**config.mk**
```make
export PLATFORM = sky130hd
export DESIGN_NAME = im_loader_flat
export DESIGN_NICKNAME = d
export VERILOG_FILES = /design/src/rtl/im_loader_if.sv /design/src/rtl/im_loader.sv /design/src/flat_wrapper.sv
export SDC_FILE = /design/constraint.sdc
export NUM_CORES = 1
export LEC_CHECK = 0
export ABC_AREA = 1
export BUFFER_PORTS_ARGS = -buffer_cell sky130_fd_sc_hd__buf_4
export CAP_MARGIN = 15
export CORE_UTILIZATION = 41
export DETAILED_ROUTE_END_ITERATION = 8
export SYNTH_ARGS = -nofsm -noshare
export SYNTH_HDL_FRONTEND = slang
export SYNTH_SLANG_ARGS = --single-unit
```
**constraint.sdc**
```tcl
create_clock -name clk -period 1.95 [get_ports clk]
set_clock_uncertainty 0.1 [all_clocks]
set_input_delay 0 -clock clk [delete_from_list [all_inputs] [get_ports clk]]
set_output_delay 0 -clock clk [all_outputs]
set_load 0.02 [all_outputs]
```
**src/rtl/im_loader_if.sv**
```systemverilog
// Byte-stream handshake plus instruction-memory write port of the program loader.
interface im_loader_if #(
  parameter int unsigned ADDR_W = 8,
  parameter int unsigned DATA_W = 16
) ();
  logic              byte_valid;
  logic [7:0]        byte_data;
  logic              byte_ready;
  logic              im_we;
  logic [ADDR_W-1:0] im_addr;
  logic [DATA_W-1:0] im_wdata;

  // Source of the byte stream and consumer of memory writes
  modport master (
    output byte_valid, byte_data,
    input  byte_ready, im_we, im_addr, im_wdata
  );

  // Loader side
  modport slave (
    input  byte_valid, byte_data,
    output byte_ready, im_we, im_addr, im_wdata
  );
endinterface

```
**src/rtl/im_loader.sv**
```systemverilog
// Program loader: packs a length-prefixed byte stream into 16-bit words and writes them to instruction memory.
// Define IM_LOADER_CHECKSUM_EN to require and verify a trailing XOR checksum byte.
module im_loader #(
  parameter int unsigned ADDR_W    = 8,
  parameter int unsigned DATA_W    = 16,
  parameter int unsigned BASE_ADDR = 0
) (
  input  logic          clk,
  input  logic          rst,
  input  logic          start,
  im_loader_if.slave    bus,
  output logic          core_rst,
  output logic          busy,
  output logic          done,
  output logic          err,
  output logic [ADDR_W:0] words_loaded
);

  localparam int unsigned CNT_W = ADDR_W + 1;
  localparam int unsigned REM_W = 9;

  typedef enum logic [2:0] {
    S_IDLE,
    S_LEN,
    S_HI,
    S_LO,
    S_WR,
`ifdef IM_LOADER_CHECKSUM_EN
    S_CHK,
    S_ERR,
`endif
    S_DONE
  } state_t;

  state_t           state, state_n;
  logic             ready_n, busy_n;
  logic             accept;
  logic [REM_W-1:0] remaining;
  logic [7:0]       hi_byte;

`ifdef IM_LOADER_CHECKSUM_EN
  logic [7:0] csum;
`endif

  assign accept = bus.byte_valid & bus.byte_ready;

  // Next state; registered outputs are decoded from the next state so they line up with it
  always_comb begin
    state_n = state;
    ready_n = 1'b0;
    busy_n  = 1'b0;
    case (state)
      S_IDLE, S_DONE: if (start) state_n = S_LEN;
      S_LEN:          if (accept) state_n = S_HI;
      S_HI:           if (accept) state_n = S_LO;
      S_LO:           if (accept) state_n = S_WR;
`ifdef IM_LOADER_CHECKSUM_EN
      S_WR:           state_n = (remaining != REM_W'(1)) ? S_HI : S_CHK;
      S_CHK:          if (accept) state_n = (bus.byte_data == csum) ? S_DONE : S_ERR;
      S_ERR:          if (start) state_n = S_LEN;
`else
      S_WR:           state_n = (remaining != REM_W'(1)) ? S_HI : S_DONE;
`endif
      default:        state_n = S_IDLE;
    endcase
    ready_n = (state_n == S_LEN) || (state_n == S_HI) || (state_n == S_LO);
`ifdef IM_LOADER_CHECKSUM_EN
    ready_n = ready_n || (state_n == S_CHK);
`endif
    busy_n  = ready_n || (state_n == S_WR);
  end

  always_ff @(posedge clk) begin
    if (rst) begin
      state          <= S_IDLE;
      bus.byte_ready <= 1'b0;
      bus.im_we      <= 1'b0;
      bus.im_addr    <= ADDR_W'(BASE_ADDR);
      bus.im_wdata   <= '0;
      core_rst       <= 1'b1;
      busy           <= 1'b0;
      done           <= 1'b0;
      words_loaded   <= '0;
      remaining      <= '0;
      hi_byte        <= '0;
    end else begin
      state          <= state_n;
      bus.byte_ready <= ready_n;
      bus.im_we      <= (state_n == S_WR);
      core_rst       <= (state_n != S_DONE);
      busy           <= busy_n;
      done           <= (state_n == S_DONE);
      if (accept) begin
        case (state)
          S_LEN: begin
            remaining    <= (bus.byte_data == 8'h00) ? REM_W'(256) : REM_W'(bus.byte_data);
            bus.im_addr  <= ADDR_W'(BASE_ADDR);
            words_loaded <= '0;
          end
          S_HI:    hi_byte      <= bus.byte_data;
          S_LO:    bus.im_wdata <= DATA_W'({hi_byte, bus.byte_data});
          default: ;
        endcase
      end
      // Advance after the write cycle; the address wraps modulo the memory depth
      if (state == S_WR) begin
        bus.im_addr  <= bus.im_addr + ADDR_W'(1);
        words_loaded <= words_loaded + CNT_W'(1);
        remaining    <= remaining - REM_W'(1);
      end
    end
  end

`ifdef IM_LOADER_CHECKSUM_EN
  // XOR of data bytes only; length and checksum bytes are excluded
  always_ff @(posedge clk) begin
    if (rst) begin
      csum <= '0;
      err  <= 1'b0;
    end else begin
      err <= (state_n == S_ERR);
      if (accept) begin
        case (state)
          S_LEN:      csum <= '0;
          S_HI, S_LO: csum <= csum ^ bus.byte_data;
          default:    ;
        endcase
      end
    end
  end
`else
  assign err = 1'b0;
`endif

endmodule

```
**src/flat_wrapper.sv**
```systemverilog
// flat-port wrapper written by rule: the top's interface ports become plain ports
module im_loader_flat 
#(
  parameter int unsigned ADDR_W    = 8,
  parameter int unsigned DATA_W    = 16,
  parameter int unsigned BASE_ADDR = 0
)
  (clk, rst, start, core_rst, busy, done, err, words_loaded, bus_byte_valid, bus_byte_data, bus_byte_ready, bus_im_we, bus_im_addr, bus_im_wdata);
  im_loader_if #(.ADDR_W(ADDR_W), .DATA_W(DATA_W)) bus_i ();
  input  logic clk;
  input  logic rst;
  input  logic start;
  output logic core_rst;
  output logic busy;
  output logic done;
  output logic err;
  output logic [ADDR_W:0] words_loaded;
  input wire logic [$bits(bus_i.byte_valid)-1:0] bus_byte_valid;
  input wire logic [$bits(bus_i.byte_data)-1:0] bus_byte_data;
  output wire logic [$bits(bus_i.byte_ready)-1:0] bus_byte_ready;
  output wire logic [$bits(bus_i.im_we)-1:0] bus_im_we;
  output wire logic [$bits(bus_i.im_addr)-1:0] bus_im_addr;
  output wire logic [$bits(bus_i.im_wdata)-1:0] bus_im_wdata;
  assign bus_i.byte_valid = bus_byte_valid;
  assign bus_i.byte_data = bus_byte_data;
  assign bus_byte_ready = bus_i.byte_ready;
  assign bus_im_we = bus_i.im_we;
  assign bus_im_addr = bus_i.im_addr;
  assign bus_im_wdata = bus_i.im_wdata;
  im_loader #(.ADDR_W(ADDR_W), .DATA_W(DATA_W), .BASE_ADDR(BASE_ADDR)) u_core (.clk(clk), .rst(rst), .start(start), .bus(bus_i), .core_rst(core_rst), .busy(busy), .done(done), .err(err), .words_loaded(words_loaded));
endmodule
```
# Word level (Yosys, flattened, before mapping)
# Cells that the tools add are included.
# W data, S select, Z words.
word_totals:
  register_bits: 58
classes:
  add_sub_neg: 3
  eq_ne: 12
  n_mux: 16
  bitwise: 1
  n_reduce_logical: 11
ops:
  columns: ["op", "n"]
  rows:
  - ["$mux W9", 7]
  - ["$mux W8", 3]
  - ["$mux W3", 5]
  - ["$pmux W3 S5", 1]
  - ["$eq A3 B2 Y1 const B", 4]
  - ["$eq A3 B3 Y1 const B", 4]
  - ["$add A9 B1 Y9 const B", 1]
  - ["$ne A9 B1 Y1 const B", 1]
  - ["$sub A9 B1 Y9 const B", 1]
  - ["$add A8 B1 Y8 const B", 1]
  - ["$logic_not A8 Y1", 1]
  - ["$eq A3 B1 Y1 const B", 2]
  - ["$reduce_and A2 Y1", 3]
  - ["$reduce_bool A2 Y1", 2]
  - ["$logic_not A3 Y1", 1]
  - ["$logic_or A1 B1 Y1", 3]
  - ["$ne A3 B3 Y1 const B", 1]
  - ["$reduce_or A2 Y1", 1]
  - ["$and A1 B1 Y1", 1]

# Logic depth before layout (Yosys ltp)
# Gate-level depths: netlist of the first run.
depth:
  word_depth: 7
  ltp_mapped: 10

# Least setup slack after synthesis of the first run
# OpenSTA, ideal clock, no wires.
synth_timing:
  path_kind: "reg2reg"
  from: "reg u_core.words_loaded[0]"
  to: "reg u_core.words_loaded[8]"
  t_arrival_ns: 1.319
  required_ns: 1.779
  path_slack_ns: 0.460
  path_stages_with_launch: 8
  n_path_buf: 0
  period_less_slack_ns: 1.490
  path_cell_list: "dfxtp_1 > ha_1 > nand2_1 > nor2_1 > nand3_1 > nand2_1 > nand3_1 > a21oi_1"
synth_between:
  elab_chain_len: 2
synth_lines:
  columns: ["element", "line_no", "rtl"]
  rows:
  - ["start, declared", "im_loader.sv:16", "output logic [ADDR_W:0] words_loaded"]
  - ["start signal, assigned", "im_loader.sv:108", "words_loaded <= words_loaded + CNT_W'(1);"]
  - ["$add A9 B1 Y9", "im_loader.sv:108", null]
  - ["$mux W9", "im_loader.sv:106", "if (state == S_WR) begin"]
# No other way between the ends.
# A chain may end at the register's enable or synchronous reset.

# Worst setup path in the final report of the first run
layout_timing:
  from: "reg u_core.state[0]"
  to: "reg u_core.core_rst"
layout_between:
  elab_chain_len: 4
  word_cells_on_any_way: 13
layout_lines:
  columns: ["element", "line_no", "rtl"]
  rows:
  - ["start, declared", "im_loader.sv:35", "state_t state, state_n;"]
  - ["start signal, assigned", "im_loader.sv:87", "state <= state_n;"]
  - ["$eq A3 B3 Y1 / $logic_not A3 Y1 (equally long branches)", "im_loader.sv:52", "case (state)"]
  - ["$reduce_or A2 Y1", "im_loader.sv:52", null]
  - ["$pmux W3 S5 (*)", "im_loader.sv:52", null]
  - ["$ne A3 B3 Y1 (*)", "im_loader.sv:90", "core_rst <= (state_n != S_DONE);"]
  - ["end signal, assigned", "im_loader.sv:90", null]
  - ["end, declared", "im_loader.sv:12", "output logic core_rst,"]
# Every way passes the cells marked *; elsewhere a longest branch is shown, timed or not.

==> results of run 1 <==
[cell type report]
| class | count | area [sq um] |
|---|---|---|
| Fill cell | 638 | 2987 |
| Multi-Input combinational cell | 270 | 1358 |
| Sequential cell | 58 | 1161 |
| Clock inverter | 3 | 40.04 |
| Clock buffer | 12 | 145.1 |
| Timing Repair Buffer | 61 | 483.0 |
| Tap cell | 77 | 96.34 |
| Inverter | 40 | 152.6 |
[worst max-delay path: stages, from the launching register on]
cell and delay (ns):
dfxtp_1 0.38, nor2_2 0.17, nand2_4 0.15, inv_4 0.27
nand3_1 0.15, nand2_1 0.10, nand2_1 0.06, inv_2 0.06
nand3_2 0.07
[worst max path at each step]
stage,start,endpoint,slack [ns],cells after the start
4_1_cts,u_core.state[0],u_core.core_rst,0.30,8
3_3_place_gp,u_core.state[0],u_core.core_rst,0.36,8
5_1_grt,u_core.state[0],u_core.core_rst,0.16,8
6_report,u_core.state[0],u_core.core_rst,0.31,8
3_5_place_dp,u_core.state[0],u_core.core_rst,0.31,8
2_1_floorplan,u_core.words_loaded[0],u_core.words_loaded[8],0.46,7
[flip-flops by register name, indices dropped and copies added (netlist names)]
name	flops
u_core.bus.im_we	1
u_core.busy	1
u_core.remaining	9
u_core.bus.im_wdata	16
u_core.state	3
u_core.hi_byte	8
u_core.core_rst	1
u_core.bus.byte_ready	1
u_core.words_loaded	9
u_core.bus.im_addr	8
u_core.done	1
[kinds of logic (layout without fill, tap and decap cells)]
group,after synthesis,after routing,share of synthesized area (%)
AO/OA/AOI/OAI,83,83,16.75
buffers and inverters,54,116,8.873
AND/OR/NAND/NOR,182,182,30.42
adder cells (fa/ha/maj),4,4,1.811
other,1,1,0.1357
flip-flops,58,58,42.01
[what timing repair did]
| item | 4_1_cts | 5_1_grt |
|---|---|---|
| resized for setup | 0 | 0 |
| hold endpoints to repair | 39 | 0 |
| hold buffers | 10 | 0 |
[placed cells by master, fill, tap and decap left out, types with 2 or more instances in the layout]
cell,count
clkbuf_1,2
dlygate4sd3_1,10
buf_4,51
a21oi_2,3
ha_1,4
nand4_1,2
o21ai_0,33
nand3_1,27
nand2_2,4
nand3b_1,2
nand2_4,2
nand2_1,68
nand3_2,2
clkbuf_8,10
nor2_4,3
a21oi_1,33
clkinv_2,2
o21ai_1,5
or2_2,3
nor2_1,59
dfxtp_1,58
o211ai_1,3
nor3_1,5
nor2_2,3
inv_1,34
inv_2,5
[routing by layer]
metal	GRT usage, %	vias to the layer above
li1	-	1361
met1	25.51	1111
met2	29.21	53
met3	6.627	8
met4	5.172	0
met5	0	-
[report_power, final]
part,switching [W],internal [W]
combinational,0.000164,0.0000985
sequential,0.0000205,0.00121
clock,0.000458,0.000614
[per-stage QoR]
step / setup slack [ns] / std cells / cell area [sq um] / hold slack (ns)
2_1_floorplan: 0.4597 / 382 / 2764 / -0.01608
3_3_place_gp: 0.3636 / 496 / 3151 / 0.1894
3_5_place_dp: 0.3109 / 496 / 3151 / 0.1921
4_1_cts: 0.2955 / 521 / 3436 / 0.08672
5_1_grt: 0.1599 / 521 / 3436 / 0.1111
6_report: 0.3074 / 521 / 3436 / 0.1015
==> results.sh, run 1 <==
export IMPL_p_leak_nw=1.582
export IMPL_top_level_pins=51
export IMPL_synth_edff_count=0
export IMPL_synth_largest_type_area_fraction_pct=42.01
export IMPL_power_density_nw_per_um2=746.0
export IMPL_maximum_operating_frequency_ghz=0.6088
export IMPL_grt_pass1_vias=2282
export IMPL_criticalPathCategory="reg2reg"
export IMPL_most_frequent_cells_after_synthesis="nand2_1, nor2_1, dfxtp_1"
export IMPL_cts_root_buffer="clkbuf_8"
export IMPL_drtPass1Iterations=6
export IMPL_r2r_cells=8
export IMPL_clock_tree_htree_level_count=3
export IMPL_final_min_period_over_clock_period_pct=84.24
export IMPL_detailroute_wirelength_met3_microns=250
export IMPL_numPortBuffers=49
export IMPL_cp_data_arrival_time_ns=1.75
export IMPL_syn2layout_area_growth_pct=24.31
export IMPL_async_reset_ff_share_pct=0
export IMPL_synth_lib_cells_used_distinct=35
export IMPL_num_antenna_cells=0
export IMPL_post_synth_cell_area_avg_sq_um=7.235
export IMPL_post_route_cells_drive_above_1_share_pct=21.40
export IMPL_antenna_found_initial=0
export IMPL_clock_sink_count=58
export IMPL_final_min_clock_period_ns=1.643
export IMPL_standard_cell_row_count=29
export IMPL_count_of_final_max_slew_check_failures=0
export IMPL_most_common_cell_in_the_netlist="nand2_1"
export IMPL_reg2reg_to="u_core.core_rst"
export IMPL_worst_setup_hold_path_clk_slew_ns=0.07
export IMPL_setup_tns_ns=0
export IMPL_violations="DRC"
export IMPL_global_route_usage_total_pct=19.06
export IMPL_netlist_area_sq_um=2764
export IMPL_die_boundary_height_microns=84.11
export IMPL_grt_max_degree=28
export IMPL_cts_tree="built"
export IMPL_r2r_setup_slack_ns=0.31
export IMPL_fin_total_pwr_w=0.002563
export IMPL_hold_path_origin="bus_byte_valid"
export IMPL_critical_path_max_fanout=22
export IMPL_grt_pass1_wl_mm=10.73
export IMPL_routed_wire_length_per_instance_microns=12.30
export IMPL_max_used_layer="met4"
export IMPL_cts_inserted_buffers=9
export IMPL_route_antenna_remaining_nets=0
export IMPL_placeableCoreArea_sq_um=6422
export IMPL_die_area_sq_um=7074
export IMPL_final_setup_viol_count=0
export IMPL_final_core_util_pct=53.50
export IMPL_postSynthNetCount=398
export IMPL_num_vias=2533
export IMPL_routed_wl_met2_mm=2.918
export IMPL_ir_drop_uv=416.7
export IMPL_final_hpwl_dp_mm=4.449
export IMPL_whs_path_depth=4
export IMPL_worstReg2RegStart="u_core.state[0]"
export IMPL_finalHoldViolCount=0
export IMPL_start_util_pct=43.04
export IMPL_rsz0062_at_grt="false"
export IMPL_worst_hold_path_type="in2reg"
export IMPL_grt_remaining_overflow=0
export IMPL_detail_route_vias_per_cell=4.862
export IMPL_seq_area_frac_synth_pct=42.01
export IMPL_ys_ff_latch=58
export IMPL_maxCapViolCount=0
export IMPL_yosysWarnings=0
export IMPL_floorplan_die_width_microns=84.11
export IMPL_netlist_top_cells_area="dfxtp_1, nand2_1, nor2_1"
export IMPL_count_of_unresolved_drc_violations_after_routing=4
export IMPL_drtIter0Drc=140
export IMPL_hold_path_endpoint="u_core.bus.im_wdata[2]"
export IMPL_globalplace_congestion=0.8416
export IMPL_postCtsSetupRepairBufs=0
export IMPL_worstPathRequired_ns=2.06
export IMPL_status="complete, but fails checks"
export IMPL_synthesis_instances=382
export IMPL_detail_route_wirelength_met1_mm=3.171
export IMPL_clock_latency_late_sink_ns=0.34
export IMPL_num_nets_final=456
export IMPL_critical_path_startpoint_type="flop"
export IMPL_worst_setup_path_end_kind="flop"
export IMPL_routed_wl_mm=6.410
export IMPL_synth_area_leader_cell="dfxtp_1"
export IMPL_dominantRegCellSynth="dfxtp_1"
export IMPL_max_clock_path_buffers=2
(Power assumes the default switching activity.)
==> run 2, diff against run 1 <==
==> constraint.sdc (replaced) <==
create_clock -name clk -period 1.6 [get_ports clk]
set_clock_uncertainty 0.1 [all_clocks]
set_input_delay 0 -clock clk [delete_from_list [all_inputs] [get_ports clk]]
set_output_delay 0 -clock clk [all_outputs]
set_load 0.02 [all_outputs]
==> results.sh, run 2 (synthesis results as in run 1) <==
export IMPL_drtIter0Drc=171
export IMPL_count_of_final_max_slew_check_failures=0
export IMPL_max_clock_path_buffers=2
export IMPL_placeableCoreArea_sq_um=6422
export IMPL_routed_wl_mm=6.658
export IMPL_internal_power_w=0.002629
export IMPL_globalplace_congestion=0.8798
export IMPL_drtPass1Iterations=6
export IMPL_worst_setup_hold_path_clk_slew_ns=0.07
export IMPL_r2r_setup_slack_ns=0.14
export IMPL_criticalPathCategory="reg2reg"
export IMPL_worstPathRequired_ns=1.72
export IMPL_syn2layout_area_growth_pct=30.15
export IMPL_power_share_combinational_pct=9.8
export IMPL_routed_wire_length_per_instance_microns=12.56
export IMPL_route_antenna_remaining_nets=0
export IMPL_grt_max_degree=26
export IMPL_start_util_pct=43.04
export IMPL_clock_sink_count=58
export IMPL_p_leak_nw=1.658
export IMPL_final_hpwl_dp_mm=4.643
export IMPL_r2r_cells=9
export IMPL_num_nets_final=464
export IMPL_clock_tree_htree_level_count=3
export IMPL_finalWorstSetupSlack_ns=0.1371
export IMPL_power_density_nw_per_um2=962.3
export IMPL_power_share_sequential_pct=43.3
export IMPL_commonest_non_fill_non_tap_cell_in_the_layout="nand2_1"
export IMPL_detail_route_vias_per_cell=4.981
export IMPL_rsz0062_at_grt="false"
export IMPL_largestRegisters="u_core.bus.im_wdata: 16 flops, u_core.remaining: 9 flops, u_core.words_loaded: 9 flops"
export IMPL_worstReg2RegStart="u_core.remaining[0]"
export IMPL_critical_path_endpoint="u_core.remaining[6]"
export IMPL_critical_path_startpoint="u_core.remaining[0]"
export IMPL_floorplan_die_width_microns=84.11
export IMPL_setup_tns_ns=0
export IMPL_final_setup_viol_count=0
export IMPL_power_net_switching_w=0.0008327
export IMPL_number_of_flip_flops_under_the_largest_register_name=16
export IMPL_reg2reg_to="u_core.remaining[6]"
export IMPL_status="complete, but fails checks"
export IMPL_cts_inserted_buffers=9
export IMPL_ir_drop_uv=489.1
export IMPL_largest_register="u_core.bus.im_wdata"
export IMPL_count_of_unresolved_drc_violations_after_routing=4
export IMPL_global_route_usage_total_pct=19.69
export IMPL_grt_pass1_wl_mm=11.26
export IMPL_die_area_sq_um=7074
export IMPL_mostFrequentLayoutCells="nand2_1, nor2_1, buf_4, dfxtp_1, inv_1"
export IMPL_maxCapViolCount=0
export IMPL_critical_path_max_fanout=4
export IMPL_final_min_period_over_clock_period_pct=91.43
export IMPL_p_clk_share_pct=46.9
export IMPL_worst_setup_path_end_kind="flop"
export IMPL_cts_tree="built"
export IMPL_grt_remaining_overflow=0
export IMPL_numPortBuffers=49
export IMPL_cts_root_buffer="clkbuf_8"
export IMPL_power_switching_fraction_pct=24.06
export IMPL_fin_hold_ws_ns=0.02599
export IMPL_violations="DRC"
export IMPL_post_route_cells_drive_above_1_share_pct=23.84
export IMPL_grt_pass1_vias=2408
export IMPL_cp_data_arrival_time_ns=1.58
export IMPL_final_min_clock_period_ns=1.463
export IMPL_maximum_operating_frequency_ghz=0.6836
export IMPL_standard_cell_row_count=29
export IMPL_die_boundary_height_microns=84.11
export IMPL_antenna_found_initial=0
export IMPL_num_vias=2640
export IMPL_top_level_pins=51
export IMPL_clock_latency_late_sink_ns=0.33
export IMPL_dp_worst_setup_slack_ns=0.04841
export IMPL_worst_hold_path_type="in2reg"
export IMPL_critical_path_startpoint_type="flop"
export IMPL_finalHoldViolCount=0
export IMPL_num_antenna_cells=0
[run 2: how the worst min path moves through the flow]
stage               cells after the start             start                      to  slack (ns)
floorplan                               1               rst        u_core.bus.im_we       -0.02
global placement                        3  bus_byte_data[0]  u_core.bus.im_wdata[0]        0.18
detailed placement                      3  bus_byte_data[0]  u_core.bus.im_wdata[0]        0.18
CTS                                     6             start         u_core.state[2]        0.02
global route                            6             start         u_core.state[2]        0.07
finish                                  6             start         u_core.state[2]        0.03
[run 2: layout make-up]
class	instances	area, sq um
Clock inverter	6	105.1
Timing Repair Buffer	68	570.5
Clock buffer	10	127.6
Tap cell	77	96.34
Sequential cell	58	1164
Multi-Input combinational cell	271	1379
Fill cell	594	2825
Inverter	40	155.1
[run 2: power groups by stage]
| stage | sequential, W | clock [W] | combinational [W] |
|---|---|---|---|
| 3_5_place_dp | 0.00153 | 0 | 0.000313 |
| 2_1_floorplan | 0.00154 | 0 | 0.000208 |
| 3_3_place_gp | 0.00153 | 0 | 0.000313 |
| 6_report | 0.00150 | 0.00162 | 0.000339 |
| 4_1_cts | 0.00150 | 0.00165 | 0.000331 |
| 5_1_grt | 0.00150 | 0.00173 | 0.000376 |
[run 2: what timing repair did]
item | in CTS | in global routing
hold buffers | 9 | 0
setup buffers | 0 | 1
setup endpoints to repair | 0 | 24
endpoints found under the hold margin | 32 | 0
gates resized for setup | 0 | 5
[run 2: critical path, stage by stage, from the launching register on]
cell,delay (ns)
dfxtp_1,0.32
inv_1,0.12
ha_1,0.19
inv_1,0.05
nor2_1,0.19
nand2_1,0.10
o21ai_1,0.13
nand2_1,0.06
nand2_1,0.05
a21oi_1,0.05
[run 2: metal layers]
layer	wire length, microns	vias to the layer above	GRT usage (%)
met2	2987	54	30.33
met3	252	9	3.363
met4	101	0	7.680
li1	-	1374	-
met5	0	-	0
met1	3317	1203	27.46
[run 2: stage by stage]
step	power [W]	cells	util, %	cell area [sq um]
after CTS	0.003481	528	55.29	3551
after global routing	0.003606	530	56.01	3597
after global placement	0.001840	503	50.26	3228
final	0.003462	530	56.01	3597
after detailed placement	0.001841	503	50.26	3228
after floorplan	0.001744	382	-	2764
